$ cat src/rtl/counter_half_down.sv
// Down-counter / countdown timer built on a half-subtractor borrow chain.
// Flags terminal count (done) and wrap below zero (underflow); optional auto-reload.
module counter_half_down #(
   parameter int WIDTH       = 8,
   parameter bit AUTO_RELOAD = 1'b0
) (
   input  logic             clk,
   input  logic             rst,
   input  logic             en,
   input  logic             load,
   input  logic [WIDTH-1:0] loadval,
   output logic [WIDTH-1:0] count,
   output logic             zero,
   output logic             busy,
   output logic             done,
   output logic             underflow
);

   typedef enum logic {
      IDLE = 1'b0,
      RUN  = 1'b1
   } state_t;

   state_t           state, state_next;
   logic [WIDTH-1:0] reload_reg, reload_next;
   logic [WIDTH-1:0] count_next;
   logic [WIDTH-1:0] diff;
   logic [WIDTH:0]   borrow;
   logic             done_next, underflow_next;
   logic             terminal;

   // Ripple borrow: en enters at bit 0, borrow[WIDTH] is the wrap below zero.
   always_comb begin
      // NOTE: every signal gets a default before any branch, so no latch can be inferred.
      diff      = '0;
      borrow    = '0;
      borrow[0] = en;
      for (int i = 0; i < WIDTH; i++) begin
         diff[i]       = count[i] ^ borrow[i];
         borrow[i + 1] = ~count[i] & borrow[i];
      end
   end

   assign terminal = (state == RUN) && en && (count == WIDTH'(1));

   always_comb begin
      state_next     = state;
      count_next     = count;
      reload_next    = reload_reg;
      done_next      = 1'b0;
      underflow_next = 1'b0;
      if (load) begin
         count_next  = loadval;
         reload_next = loadval;
         state_next  = (loadval != '0) ? RUN : IDLE;
      end else if (en) begin
         count_next     = diff;
         underflow_next = borrow[WIDTH];
         if (terminal) begin
            done_next = 1'b1;
            if (AUTO_RELOAD) begin
               count_next = reload_reg;
            end else begin
               state_next = IDLE;
            end
         end
      end
   end

   always_ff @(posedge clk or posedge rst) begin
      if (rst) begin
         state      <= IDLE;
         count      <= '0;
         reload_reg <= '0;
         done       <= 1'b0;
         underflow  <= 1'b0;
      end else begin
         // NOTE: non-blocking so all registers update together from pre-edge values.
         state      <= state_next;
         count      <= count_next;
         reload_reg <= reload_next;
         done       <= done_next;
         underflow  <= underflow_next;
      end
   end

   assign busy = (state == RUN);
   assign zero = (count == '0);

endmodule
$ cat config.mk
export PLATFORM = sky130hd
export DESIGN_NAME = counter_half_down
export DESIGN_NICKNAME = d
export VERILOG_FILES = /design/src/rtl/counter_half_down.sv
export SDC_FILE = /design/constraint.sdc
export NUM_CORES = 1
export LEC_CHECK = 0
export CAP_MARGIN = 10
export CORE_MARGIN = 5
export CORE_UTILIZATION = 45
export CTS_BUF_LIST = sky130_fd_sc_hd__clkbuf_16
export DETAILED_ROUTE_END_ITERATION = 10
export PLACE_DENSITY_LB_ADDON = 0.3
export SLEW_MARGIN = 20
export SYNTH_ARGS = -nofsm -noshare
export SYNTH_HDL_FRONTEND = slang
export SYNTH_SLANG_ARGS = --single-unit
export TNS_END_PERCENT = 30
$ cat constraint.sdc
create_clock -name clk -period 4.2 [get_ports clk]
set_input_delay 0.84 -clock clk [delete_from_list [all_inputs] [get_ports clk]]
set_output_delay 0.84 -clock clk [all_outputs]
set_load 0.005 [all_outputs]
==> flow_summary.json <==
{
  "tightestPinTransition_ps": 537.8,
  "ctsHtreeMaxLevel": 1,
  "worstSetupStartpointType": "input port",
  "route.detailed.wl_per_inst_um": 14.59,
  "place.gp.congestion": 0.7789,
  "relSlewSlack_pct": 64.04,
  "cts-hold-fix-buffers": 0,
  "grt_usage_pct": 15.52,
  "maxClockFrequency_mhz": 303.4,
  "clock_skew_ps": 2.203,
  "timing_hold_violations_final": 0,
  "cts_tree": "done",
  "antenna_cells_inserted": 0,
  "regToRegStartpoint": "count[0]$_DFFE_PP0P_",
  "cts_root_buffer": "sky130_fd_sc_hd__clkbuf_16",
  "postRouteWirelength_um": 1619,
  "worst_hold_startpoint": "busy$_DFFE_PP0P_",
  "post_route_cells_drive_above_1_share_pct": 7.292,
  "synth_commonest_cells": "sky130_fd_sc_hd__o21ai_0, sky130_fd_sc_hd__nand2_1, sky130_fd_sc_hd__dfrtp_1",
  "timing.final.crit_share_pct": 78.49,
  "dr_wl_met3_um": 150,
  "grt_antenna_before_repair": 0,
  "rr_worst_depth": 12,
  "regArea_um2": 275.3,
  "fin_hold_ws_ps": 569.0,
  "grt_first_pass_wirelength_um": 2539,
  "clock-sinks": 11,
  "synth_ff_type": "sky130_fd_sc_hd__dfrtp_1",
  "met1Wirelength_um": 640,
  "peakVddDrop_v": 0.0002903,
  "powerDensity_nw_per_um2": 383.0,
  "ctsResizeCount": 0,
  "drt-initial-drc-count": 10,
  "post-cts-setup-buffer-count": 0,
  "yosysSeqAreaShare_pct": 41.83,
  "result_of_the_run": "completed",
  "postSynth.asyncResetShare_pct": 100.0,
  "dieWidth_um": 48.24,
  "hold_class": "reg -> reg",
  "synth.avg_cell_area_um2": 9.141,
  "clk_pwr_share_pct": 45.7,
  "synthMostInstantiatedCell": "sky130_fd_sc_hd__o21ai_0",
  "netlist.area_leader.share_pct": 41.83,
  "post_synth_num_cell_types": 17,
  "worst_ep_required_time_ps": 4350,
  "grt-ovfl-total": 0,
  "setup_slack_of_the_critical_path_after_layout_ps": 903.6,
  "setup-tns-final_ps": 0,
  "count_of_final_setup_violators": 0,
  "critical_path.max_fanout": 15,
  "combinationalPowerShare_pct": 20.3,
  "fillerInstances": 95,
  "drcViolationCount": 0,
  "finalPower_uw": 373.3,
  "cts.path.max_buffers": 2,
  "max_cap_violations": 0,
  "ys_ff_latch": 11,
  "post-dp-hpwl_um": 1201,
  "cp-end-kind": "flop",
  "nets_finish": 117,
  "placeableCoreArea_um2": 1350,
  "area.growth.synth_to_final_pct": 48.10,
  "die_area_um2": 2327,
  "route.detailed.vias_per_inst": 5.676,
  "fp.dieH_um": 48.24,
  "route.top_layer_used": "met4",
  "place_worst_setup_slack_ps": 670.3,
  "largest_net_degree_at_the_start_of_global_routing": 19,
  "clock_insertion_delay_worst_skew_ps": 240,
  "p_sw_share_pct": 23.72,
  "drt-pass1-iter-count": 4,
  "portBuffers": 23,
  "finalMaxSlewViolations": 0,
  "vias_in_the_first_global_route": 634,
  "starting_utilization_of_the_core_area_pct": 48.75,
  "synth_nets": 92,
  "reg2reg_to": "count[7]$_DFFE_PP0P_",
  "internal_power_uw": 284.8,
  "setup.reg_to_reg.worst_slack_ps": 1810,
  "std_cell_rows": 13,
  "cts.clk_slew.worst_paths_ps": 40,
  "share_seq_of_total_power_pct": 34.0,
  "worst_hold_path.endpoint": "done$_DFF_PP0_",
  "route.antenna.remaining_nets": 0,
  "cp.arrival_ps": 3450,
  "post_synth_edffs": 0,
  "leakage_uw": 0.0004607,
  "unrepaired_setup_endpoints_after_global_routing": "false",
  "worst-setup-path-type": "in -> reg",
  "detailroute.wirelength.met2_um": 769,
  "multi_input_comb_area_um2": 334.1,
  "syn_std_cell_area_um2": 658.1,
  "synth.largest_area_cell": "sky130_fd_sc_hd__dfrtp_1",
  "whs_path_depth": 2,
  "power_switching_uw": 88.56,
  "finalWorstPathRequiredPeriod_ps": 3296,
  "boundaryPins": 24,
  "synth.top_cells.by_area": "sky130_fd_sc_hd__dfrtp_1, sky130_fd_sc_hd__ha_1, sky130_fd_sc_hd__o21ai_0, sky130_fd_sc_hd__nand2_1, sky130_fd_sc_hd__inv_1",
  "routed-via-count": 630,
  "yosysWarningCount": 0,
  "syn-instance-count": 72,
  "tritoncts.num_buffers": 3
}
[cells by family (layout without fill, tap and decap cells)]
family | count (synthesis) | count (layout) | share of synthesized area, %
adders and majority gates | 8 | 8 | 15.21
DFF | 11 | 11 | 41.82
buffers and inverters | 13 | 37 | 7.415
muxes | 4 | 4 | 6.464
AOI/OAI and AO/OA | 15 | 15 | 11.98
and+or+nand+nor | 21 | 21 | 17.11
[cells in the final DEF, fill, tap and decap left out]
| cell | n |
|---|---|
| sky130_fd_sc_hd__mux2i_1 | 2 |
| sky130_fd_sc_hd__nor3_2 | 1 |
| sky130_fd_sc_hd__nand3b_1 | 1 |
| sky130_fd_sc_hd__ha_1 | 8 |
| sky130_fd_sc_hd__o21ai_0 | 14 |
| sky130_fd_sc_hd__or4_4 | 1 |
| sky130_fd_sc_hd__or3_1 | 1 |
| sky130_fd_sc_hd__nor3b_1 | 1 |
| sky130_fd_sc_hd__or2_1 | 1 |
| sky130_fd_sc_hd__clkbuf_16 | 3 |
| sky130_fd_sc_hd__clkdlybuf4s50_1 | 23 |
| sky130_fd_sc_hd__o41ai_1 | 1 |
| sky130_fd_sc_hd__mux2_2 | 2 |
| sky130_fd_sc_hd__inv_1 | 11 |
| sky130_fd_sc_hd__nor2_1 | 1 |
| sky130_fd_sc_hd__or4_1 | 2 |
| sky130_fd_sc_hd__dfrtp_1 | 11 |
| sky130_fd_sc_hd__nand2_1 | 12 |
[metrics by stage]
stage,instances,cell area (um2),utilization [%]
after global routing,111,974.7,72.20
after detailed placement,107,895.9,66.36
after floorplan,72,658.1,-
after CTS,111,974.7,72.20
final,111,974.7,72.20
after global placement,107,895.9,66.36
[power by group through the flow]
stage	Sequential (uW)	Clock (uW)	Combinational (uW)
floorplan	127	0	33.8
global placement	128	0	72.0
detailed placement	128	0	74.7
CTS	127	172	76.7
global route	128	177	84.5
finish	127	170	75.9
[per-layer routing]
metal	up-vias	global-route usage, %
met2	30	28.91
met1	297	17.04
li1	295	-
met3	8	2.214
met4	0	6.989
met5	-	0
[worst max-delay path, stage by stage]
cell,delay (ps)
sky130_fd_sc_hd__clkdlybuf4s50_1,640
sky130_fd_sc_hd__ha_1,330
sky130_fd_sc_hd__ha_1,190
sky130_fd_sc_hd__ha_1,180
sky130_fd_sc_hd__ha_1,180
sky130_fd_sc_hd__ha_1,180
sky130_fd_sc_hd__ha_1,180
sky130_fd_sc_hd__ha_1,180
sky130_fd_sc_hd__ha_1,260
sky130_fd_sc_hd__nand2_1,60
sky130_fd_sc_hd__o21ai_0,90
sky130_fd_sc_hd__o21ai_0,150
[final cells by class]
class,count,share of cell area (%)
clock buffers,3,7.702
clock inverters,1,0.3851
inverters,10,3.851
multi-input cells,48,34.27
flip-flops and latches,11,28.24
well taps,15,1.926
repair buffers,23,23.62
[sequential cells by signal (all words and copies together), names as in the netlist]
register,count
done,1
busy,1
count,8
underflow,1
[worst max-delay path by stage]
stage                      endpoint  from  slack [ps]
2_1_floorplan  count[7]$_DFFE_PP0P_    en        1580
3_3_place_gp   count[7]$_DFFE_PP0P_    en         750
3_5_place_dp   count[7]$_DFFE_PP0P_    en         670
4_1_cts        count[7]$_DFFE_PP0P_    en         890
5_1_grt        count[7]$_DFFE_PP0P_    en         740
6_report       count[7]$_DFFE_PP0P_    en         900
No activity file was read; power rests on OpenSTA's default activity.
